$ cat config.mk
export PLATFORM = sky130hd
export DESIGN_NAME = program_memory_arbiter
export DESIGN_NICKNAME = d
export VERILOG_FILES = /design/src/rtl/program_memory_arbiter.sv
export SDC_FILE = /design/constraint.sdc
export NUM_CORES = 1
export LEC_CHECK = 0
export BUFFER_PORTS_ARGS = -buffer_cell sky130_fd_sc_hd__buf_2
export CAP_MARGIN = 0
export CORE_MARGIN = 2
export CORE_UTILIZATION = 45
export DETAILED_ROUTE_END_ITERATION = 8
export GPL_TIMING_DRIVEN = 0
export PLACE_DENSITY = 0.82
export SLEW_MARGIN = 15
export SYNTH_ARGS = -nofsm -noshare
export SYNTH_HDL_FRONTEND = slang
export SYNTH_SLANG_ARGS = --single-unit
$ cat constraint.sdc
create_clock -name clk_in -period 3 [get_ports clk_in]
set_input_delay 0.3 -clock clk_in [delete_from_list [all_inputs] [get_ports clk_in]]
set_output_delay 0.3 -clock clk_in [all_outputs]
set_load 0.05 [all_outputs]
$ cat src/rtl/program_memory_arbiter.sv
// Round-robin arbiter sharing one pipelined program-memory read port between NUM_REQ requesters.
// Latency: grant is combinational, read issued next cycle, response LATENCY cycles after issue.
// Backpressure: requesters wait for req_ready_out; the return path has none and stays in order.
//
// Ports:
//   clk_in, rst_n_in          clock, asynchronous active-low reset
//   req_valid_in/req_addr_in  per-requester read request (address slice i = [32*i+:32])
//   req_ready_out             one-hot grant, request taken on valid & ready
//   resp_valid_out            one-hot response strobe; resp_data_out / resp_err_out shared
//   mem_addr_out, mem_read_request_out, mem_instr_in, mem_data_valid_in   memory read port
//   protocol_err_out          sticky: memory valid without a tag, or a tag without memory valid
// Optional feature: define PMEM_ARB_ADDR_CHECK_EN to reject misaligned or out-of-range addresses
// with an error response instead of issuing them to the memory.
module program_memory_arbiter #(
  parameter int NUM_REQ   = 3,
  parameter int LATENCY   = 2,
  parameter int MEM_BYTES = 8192
) (
  input  logic                    clk_in,
  input  logic                    rst_n_in,
  input  logic [NUM_REQ-1:0]      req_valid_in,
  input  logic [32*NUM_REQ-1:0]   req_addr_in,
  output logic [NUM_REQ-1:0]      req_ready_out,
  output logic [NUM_REQ-1:0]      resp_valid_out,
  output logic [31:0]             resp_data_out,
  output logic                    resp_err_out,
  output logic [31:0]             mem_addr_out,
  output logic                    mem_read_request_out,
  input  logic [31:0]             mem_instr_in,
  input  logic                    mem_data_valid_in,
  output logic                    protocol_err_out
);

  localparam int IW = $clog2(NUM_REQ);
  localparam int CW = $clog2(LATENCY + 1);

  if (NUM_REQ < 2 || NUM_REQ > 8 || LATENCY < 1 || MEM_BYTES < 4) begin : g_bad_params
    $error("program_memory_arbiter: unsupported parameter values");
  end

  // Per-requester address view
  logic [31:0] addr_arr [NUM_REQ];
  for (genvar i = 0; i < NUM_REQ; i++) begin : g_addr
    assign addr_arr[i] = req_addr_in[32*i +: 32];
  end

  // Arbitration
  logic [IW-1:0]      ptr;
  logic [NUM_REQ-1:0] grant;
  logic [IW-1:0]      grant_idx;
  logic               grant_any;
  logic [IW-1:0]      cand_idx;
  int                 cand;
  logic [31:0]        sel_addr;
  logic               acc_err;

  // Scan from ptr upward, wrapping; the first valid requester wins.
  always_comb begin
    grant     = '0;
    grant_idx = '0;
    grant_any = 1'b0;
    cand      = 0;
    cand_idx  = '0;
    for (int k = 0; k < NUM_REQ; k++) begin
      cand = int'(ptr) + k;
      if (cand >= NUM_REQ) cand = cand - NUM_REQ;
      cand_idx = IW'(cand);
      if (!grant_any && req_valid_in[cand_idx]) begin
        grant_any = 1'b1;
        grant_idx = cand_idx;
      end
    end
    if (grant_any) grant[grant_idx] = 1'b1;
  end

  assign req_ready_out = grant;
  assign sel_addr      = addr_arr[grant_idx];

  // Tag pipe: stage 0 is aligned with the issue register, the last stage with returning data.
  logic          tag_vld [0:LATENCY];
  logic [IW-1:0] tag_idx [0:LATENCY];
  logic          tag_err [0:LATENCY];
  logic          last_vld;
  logic [IW-1:0] last_idx;
  logic          last_err;

  assign last_vld = tag_vld[LATENCY];
  assign last_idx = tag_idx[LATENCY];
  assign last_err = tag_err[LATENCY];

`ifdef PMEM_ARB_ADDR_CHECK_EN
  // Rejected requests still take a tag slot so they return in order at normal latency.
  assign acc_err = (sel_addr[1:0] != 2'b00) || ({1'b0, sel_addr} >= 33'(MEM_BYTES));
  assign resp_err_out = last_vld & last_err;
`else
  assign acc_err      = 1'b0;
  assign resp_err_out = 1'b0;
`endif

  // Issue stage and priority pointer
  always_ff @(posedge clk_in or negedge rst_n_in) begin
    if (!rst_n_in) begin
      ptr                  <= '0;
      mem_read_request_out <= 1'b0;
      mem_addr_out         <= '0;
    end else begin
      mem_read_request_out <= grant_any & ~acc_err;
      if (grant_any && !acc_err) mem_addr_out <= sel_addr;
      if (grant_any) ptr <= (grant_idx == IW'(NUM_REQ - 1)) ? '0 : grant_idx + IW'(1);
    end
  end

  always_ff @(posedge clk_in or negedge rst_n_in) begin
    if (!rst_n_in) begin
      for (int s = 0; s <= LATENCY; s++) begin
        tag_vld[s] <= 1'b0;
        tag_idx[s] <= '0;
        tag_err[s] <= 1'b0;
      end
    end else begin
      tag_vld[0] <= grant_any;
      tag_idx[0] <= grant_idx;
      tag_err[0] <= acc_err;
      for (int s = 1; s <= LATENCY; s++) begin
        tag_vld[s] <= tag_vld[s-1];
        tag_idx[s] <= tag_idx[s-1];
        tag_err[s] <= tag_err[s-1];
      end
    end
  end

  // Response routing: data is zero unless a non-error tag is at the last stage.
  always_comb begin
    resp_valid_out = '0;
    if (last_vld) resp_valid_out[last_idx] = 1'b1;
  end

  assign resp_data_out = (last_vld && !last_err) ? mem_instr_in : 32'h0;

  // Protocol check. Reads issued before a reset can still return during the first LATENCY
  // cycles after release; hold_cnt masks those stale valids.
  logic [CW-1:0] hold_cnt;
  logic          in_window;
  logic          expect_data;

  assign in_window   = (hold_cnt != CW'(LATENCY));
  assign expect_data = last_vld & ~last_err;

  always_ff @(posedge clk_in or negedge rst_n_in) begin
    if (!rst_n_in) begin
      hold_cnt         <= '0;
      protocol_err_out <= 1'b0;
    end else begin
      if (in_window) hold_cnt <= hold_cnt + CW'(1);
      if ((mem_data_valid_in && !expect_data && !in_window) ||
          (expect_data && !mem_data_valid_in))
        protocol_err_out <= 1'b1;
    end
  end

endmodule

# Word level (Yosys, flattened, before mapping)
# Index checks and enable logic that the tools add are counted.
# totals
reg_bits	46
out_inout_bits	73
# classes
add_sub_neg	7
order_cmp	11
eq_ne	2
n_mux	26
bitwise_logic	1
n_reduce_logical	13
# op_table
op	n
32-bit two-way mux	3
32-bit binary-select mux with 2-bit select	1
2-bit by 3-bit < comparator with 1-bit output (second input constant)	5
2-bit two-way mux	7
1-bit two-way mux	8
1-bit logical AND	7
1-bit binary-select mux with 2-bit select	3
3-bit by 2-bit greater-or-equal comparator with 1-bit output (second input constant)	2
3-bit two-way mux	2
2-bit subtractor (second input constant)	3
1-bit zero test	5
2-bit by 1-bit adder with 2-bit output (second input constant)	2
1-bit demux with 2-bit select	2
2-bit by 1-bit greater-or-equal comparator with 1-bit output (second input constant)	2
2-bit by 1-bit adder with 3-bit output (second input constant)	1
2-bit by 2-bit adder with 3-bit output (second input constant)	1
3-bit greater-or-equal comparator (second input constant)	1
2-bit inverter with 3-bit output	1
2-bit == test (second input constant)	1
2-bit greater-or-equal comparator (second input constant)	1
2-bit != test (second input constant)	1
1-bit logical OR	1

# Longest topological paths before layout
# Gate-level depths: netlist (run 1).
# logic_depth
ltp_word	16
depth_mapped	10
depth_no_buf	7

# Worst setup path after synthesis (run 1)
# Ideal clock, no wire load.
# synth_timing
kind	reg-to-output
startpoint	register ptr[0]
endpoint	output req_ready_out[2]
arrival_ps	2728
slack_ps	-28
stages_incl_launch_ff	9
n_path_buf	3
path_cell_list	dfrtp_1 inv_1 ha_1 buf_4 mux2i_1 o21a_1 buf_6 buf_2 a311oi_1
# synth_via
elab_chain_cells	16
# synth_rtl
item	line	text
start: declaration	48	logic [IW-1:0] ptr;
start signal: assignment	109	if (grant_any) ptr <= (grant_idx == IW'(NUM_REQ - 1)) ? '0 : grant_idx + IW'(1);
parallel branches: the longest is 15 deep, another holds 2-bit by 1-bit adder with 3-bit output	n/a	
3-bit two-way mux *	73	if (grant_any) grant[grant_idx] = 1'b1;
end: declaration	23	output logic [NUM_REQ-1:0] req_ready_out,
# Mark *: on every way between the ends. The select of a mux whose other input is x is not followed.

# Final worst setup path (run 1)
# layout_timing
startpoint	register ptr[0]
endpoint	output req_ready_out[1]
# The elaborated chain is that of the path after synthesis.

==> metrics.txt, run 1 <==
CTS tree=done; Arr. time, crit path=between 2 and 3 ns; Startpoint Class=flop; DR iter-0 viols=between 200 and 300; critical path class=reg -> out; Clock transition at path regs=0.09 ns; number of synthesized flops with an enable pin=0; port bufs=205; Post-route DRC=0; via/cell ratio=approximately 5.7; CORE AREA=just under 8000 sq um; worst rel slew slack=about three fifths; synthesis-to-layout area growth=36.6%; vias=slightly above 4,000; initial antenna violation count=0; Max Transition Viols Final=0; fin crit period=just under 3 ns; post-detail-place hpwl=9370 um; cell area after synthesis=3630 sq um; Critical-path top delay cell=dfrtp_1; Die Ht=approximately 94 um; Tightest Hold Check Type=in -> async; Post-synth top cells=46 x dfrtp_1, 37 x a211oi_1, 35 x nand2_1; Wirelength per Cell=around 17 um; Setup crit start=ptr[0]$_DFFE_PN0P_; Yosys top cell by area=dfrtp_1; Synth top area share=31.7%; CTS Buf Count=5; Post-Syn Area per Cell=between 8 and 9 sq um; P per Cell Area=about 1400 nW/um^2; Total Power=about 6800 uW; Max Freq=around 340 MHz; share of post-route cells with drive strength above 1=45.1%; Antenna diodes=0; largest net degree at the start of global routing=47; final-report setup violation count=0; Top Ports=~210; R2R Setup Slk=0.50 ns; Worst path max stage delay=0.39 ns; Final Hold Fails=3; asr flop ratio synth=100%; Worst-Margin Slew=0.612 ns; Post-Route Utilization=a little under two thirds; routed wire length=about 12,000 um; clk root buf=clkbuf_8; Post-Syn Nets=547; synth unique cells=36; Final nets=around 760; worst skew pair latency=around 0.31 ns; failing checks=hold timing; Global Route Usage Sum=between 20% and 30%; FF+latch count, synth=46; grt total ovfl=0; Seq/Total Area, Yosys=between 30% and 40%; vias in the first global route=between 3,000 and 4,000; CTS sink cnt=46; worst-path fanout max=10; ys flop type=dfrtp_1; Tcrit/Tclk final=a little over nine tenths; drt pass-1 iters=5; die area=slightly below 9000 sq um; final hold slack=-0.00742 ns; Initial Util=46.8%; Mapped Cells=roughly 400; critical-path cell list=inv_1, ha_1, buf_4, mux2i_4, o21a_1, buf_6, a211o_4, buf_6, o21ai_2, nor2_1, buf_6; Synth Warn #=0; Peak supply drop=710 uV; Critical Path End Type=primary output; worst reg2reg path startpoint=ptr[0]$_DFFE_PN0P_; final clock skew=around 0.011 ns; clk buf depth=2; first-pass GRT wire length=approximately 19,000 um; max_cap viols=0; CP most frequent cell=buf_6; htree depth=2; Post-DRT Antenna Nets=0; Die X=between 90 and 100 um; Synth area leaders=dfrtp_1 32%, a211oi_2 10%, a211oi_1 7.6%; FP Rows=32; Worst Path Required=approximately 2.7 ns; GP Congestion=between 0.8 and 0.9; most frequent cell after synthesis=dfrtp_1; Leak Pwr=around 0.0024 uW; outcome=finished with violations
-- final cells by class --
type | instances | area [sq um]
Fill cell | 647 | 2810
Multi-Input combinational cell | 308 | 2270
Sequential cell | 46 | 1150
Timing Repair Buffer | 208 | 1060
Buffer | 47 | 248
Tap cell | 102 | 128
Clock buffer | 5 | 68.8
Inverter | 7 | 26.3
Clock inverter | 2 | 10.0
-- cell families after synthesis --
family,after synthesis,synth area share (%)
AO/OA/AOI/OAI,181,39.8
XOR/XNOR,1,0.241
adder cells (fa/ha/maj),5,1.72
buffers and inverters,54,7.48
flip-flops,46,31.7
multiplexers,3,0.827
other,1,0.103
AND/OR/NAND/NOR,117,18.2
-- where the power goes --
part | internal (uW) | switching, uW
Clock | 157 | 220
Combinational | 1720 | 3650
Sequential | 937 | 137
-- registers in the layout (all words and copies together), names as in the netlist --
signal and flops:
protocol_err_out 1, last_idx 2, hold_cnt 2, mem_addr_out 32, ptr 2, last_vld 1
tag_idx 4, tag_vld 2
-- placed cells by master, fill, tap and decap left out, drive strengths merged --
cell type,n
and3b,2
nor2,4
a21oi,1
inv,7
dfrtp,46
o21a,2
conb,1
a211o,1
nand3b,4
and3,32
o22ai,2
clkinv,2
ha,5
mux2i,3
nor2b,2
nor3,1
nand2,35
nor3b,3
nand2b,1
a311oi,3
o21ai,41
xnor2,1
buf,229
clkbuf,31
nor4b,1
and2,32
a22oi,32
a211oi,66
a21boi,33
-- final timing paths --
kind	to	cells past startpoint
setup / recovery	req_ready_out[1]	11
hold / removal	mem_addr_out[7]$_DFFE_PN0P_	1
setup reg to reg	mem_addr_out[16]$_DFFE_PN0P_	9
hold reg to reg	last_vld$_DFF_PN0_	0
max in group asynchronous	ptr[1]$_DFFE_PN0P_	1
min in group clk_in	mem_addr_out[21]$_DFFE_PN0P_	3
-- stage by stage --
stage	hold slack (ns)	cells	instance area (sq um)	TNS, ns	setup WS, ns
floorplan	0.00441	408	3640	0	0.168
global placement	0.332	715	4790	0	0.167
detailed placement	0.335	715	4790	0	0.109
CTS	0.215	724	4910	0	0.00288
global route	0.0396	725	4960	-0.0229	-0.0117
finish	-0.00742	725	4960	0	0.0902
-- critical path: cells and delay by family (launching register included) --
kind | cells | cell delay [ns]
compound gates | 3 | 0.64
fa+ha+maj | 1 | 0.24
buf+inv | 5 | 0.76
flops | 1 | 0.39
mux | 1 | 0.20
simple gates | 1 | 0.07
-- what timing repair did --
item / 4_1_cts / 5_1_grt
hold buffers: 0 / 0
setup endpoints to repair: 2 / 2
pin swaps: 1 / 0
resized for setup: 5 / 10
setup buffers: 2 / 1
-- metal layers --
layer  share of wire, %  wire [um]  GRT usage, %  vias up
li1                   -          -             -     1943
met1                 40       4830          33.7     1974
met2                 49       6000          44.7      203
met3                7.7        934          4.25       33
met4                3.0        363          10.0        0
met5                  0          0             0        -
(Power assumes the default switching activity.)
==> inputs of run 2 (changes only) <==
--- a/config.mk
+++ b/config.mk
@@ -8,10 +8,10 @@
 export BUFFER_PORTS_ARGS = -buffer_cell sky130_fd_sc_hd__buf_2
 export CAP_MARGIN = 0
 export CORE_MARGIN = 2
-export CORE_UTILIZATION = 45
+export CORE_UTILIZATION = 35
 export DETAILED_ROUTE_END_ITERATION = 8
 export GPL_TIMING_DRIVEN = 0
-export PLACE_DENSITY = 0.82
+export PLACE_DENSITY = 0.66
 export SLEW_MARGIN = 15
 export SYNTH_ARGS = -nofsm -noshare
 export SYNTH_HDL_FRONTEND = slang
==> run 2 against run 1 <==
The flow still finishes with violations (hold timing); wire length hardly changed; register-to-register slack worse by 0.02 ns; first-iteration DRC count is 31% lower; critical endpoint is now req_ready_out[2].
==> metrics.txt, run 2 (same netlist as run 1, synthesis figures left out) <==
outcome=finished with violations; failing checks=hold timing; filler cell count=1,010 (+56%); Wirelength per Cell=16.0 um (-4.2%); Max Freq=348 MHz (+1.4%); critical-path cell list=inv_1, ha_1, buf_4, mux2i_4, o21a_1, buf_6, buf_2, a311oi_2, buf_2; worst rel slew slack=60.6% (+1.4 points); via/cell ratio=5.28 (-7.8%); Critical-path top delay cell=dfrtp_1; first-pass GRT wire length=19,100 um (+2.9%); fin crit period=2.87 ns (-0.0403 ns); Arr. time, crit path=2.57 ns (-0.04 ns); Final Cell Area=4990 sq um (+0.66%); Critical Path End Type=primary output; unrepaired setup endpoints after global routing=false; CP most frequent cell=buf_2; Final Non-Filler Cells=757 (+4.4%); FP Rows=37 (+16%); synthesis-to-layout area growth=37.5%; GP Congestion=0.867 (-3.2%); most frequent cells in the layout=215 x buf_2, 46 x dfrtp_1, 36 x a211oi_1; final-report setup violation count=0 (unchanged); initial antenna violation count=0 (unchanged); worst skew pair latency=0.30 ns (about the same); Final nets=759 (-0.39%); Die X=106 um (+13%); CTS Buf Count=5 (unchanged); port bufs=205 (unchanged); DR iter-0 viols=176 (-31%); Initial Util=35.7% (-11 points); Startpoint Class=flop; Worst Path Required=2.70 ns (about the same); Setup TNS=0 ns (unchanged); Antenna diodes=0 (unchanged); final hold slack=-0.00541 ns (+0.00201 ns); Die Ht=106 um (+13%); Biggest register=mem_addr_out; Worst-Margin Slew=0.591 ns (-0.0217 ns); dpl cells=749 (+4.8%); Tcrit/Tclk final=95.6% (-1.3 points); routed wire length=12,100 um (about the same); Final Hold Fails=9 (+6); Top Ports=207 (unchanged); share of post-route cells with drive strength above 1=44.9% (-0.18 points); clk root buf=clkbuf_8; Leak Pwr=0.00239 uW (-0.42%); clk buf depth=2 (unchanged); Max Transition Viols Final=0 (unchanged); Global Route Usage Sum=21.0% (-5.4 points); biggest registers after layout=mem_addr_out (32), tag_idx (4); Post-route DRC=0 (unchanged); Tightest Hold Check Type=in -> async; Setup WS post-layout=0.131 ns (+0.0403 ns); CTS sink cnt=46 (unchanged); vias in the first global route=3,922 (-1.4%); vias=3,997 (-3.8%); final clock skew=0.0148 ns (+0.00396 ns); max reg flops=32 (unchanged); CORE AREA=10,200 sq um (+31%); most common cell after layout, fill and taps aside=buf_2; P per Cell Area=1360 nW/um^2 (-1.2%); critical path class=reg -> out; Total Power=6790 uW (-0.57%); worst-path fanout max=10 (unchanged); CP Buf/Inv Count=5 (unchanged); DP Area=4830 sq um (+0.89%); Worst path max stage delay=0.39 ns (about the same); drt pass-1 iters=5 (unchanged); post-detail-place hpwl=9460 um (+0.93%); Post-DRT Antenna Nets=0 (unchanged); crit-path leading delay family=buffers and inverters; Clock transition at path regs=0.10 ns (about the same); grt total ovfl=0 (unchanged); Peak supply drop=529 uV (-25%); Setup Slack @ Placement=0.0791 ns (-0.0296 ns); max_cap viols=0 (unchanged); CTS tree=done; largest net degree at the start of global routing=47 (unchanged); htree depth=2 (unchanged); die area=11,200 sq um (+27%)
==> run 2: power breakdown <==
part | switching, uW | total (uW) | leakage (uW) | internal [uW]
logic | 3630 | 5310 | 0.00179 | 1690
registers | 138 | 1070 | 0.000546 | 937
clock network | 212 | 398 | 0.0000482 | 186
total | 3980 | 6790 | 0.00239 | 2810
==> run 2: what timing repair did <==
action | CTS | global route
resized for setup | 9 | 6
setup endpoints to repair | 2 | 2
endpoints found under the hold margin | 0 | 0
buffers inserted | 1 | 0
pin swaps | 1 | 0
hold buffers | 0 | 0
==> run 2: per-layer routing <==
layer / track usage (%) / routed length (um) / vias to the layer above
li1: - / - / 1938
met1: 27.0 / 4920 / 1876
met2: 35.4 / 6080 / 157
met3: 3.15 / 770 / 26
met4: 8.18 / 364 / 0
met5: 0 / 0 / -
==> run 2: path summary, 6_finish.rpt <==
check,from,endpoint,slack [ns],depth (start not counted)
min in group clk_in,req_addr_in[93],mem_addr_out[29]$_DFFE_PN0P_,0.24,3
max in group asynchronous,rst_n_in,mem_addr_out[16]$_DFFE_PN0P_,2.59,1
worst min-delay path,rst_n_in,mem_addr_out[0]$_DFFE_PN0P_,-0.005,1
worst max-delay path,ptr[0]$_DFFE_PN0P_,req_ready_out[2],0.13,9
worst max register to register,ptr[0]$_DFFE_PN0P_,mem_addr_out[4]$_DFFE_PN0P_,0.48,9
worst min register to register,tag_idx[5]$_DFF_PN0_,tag_idx[3]$_DFF_PN0_,0.35,0
==> run 2: cell type report <==
cell class,count,area (sq um),area share [%]
tap,136,170,3.41
buffer,46,234,4.68
timing repair buffer,206,1040,20.9
sequential,46,1150,23.0
clock buffer,7,86.3,1.73
multi-input combinational,308,2280,45.6
clock inverter,1,5.00,0.100
inverter,7,26.3,0.526
==> run 2: per-stage QoR <==
step	utilization, %	hold WS [ns]
floorplan	-	0.00441
global placement	47.5	0.333
detailed placement	47.5	0.335
CTS	48.8	0.228
global route	49.0	0.0510
finish	49.0	-0.00541
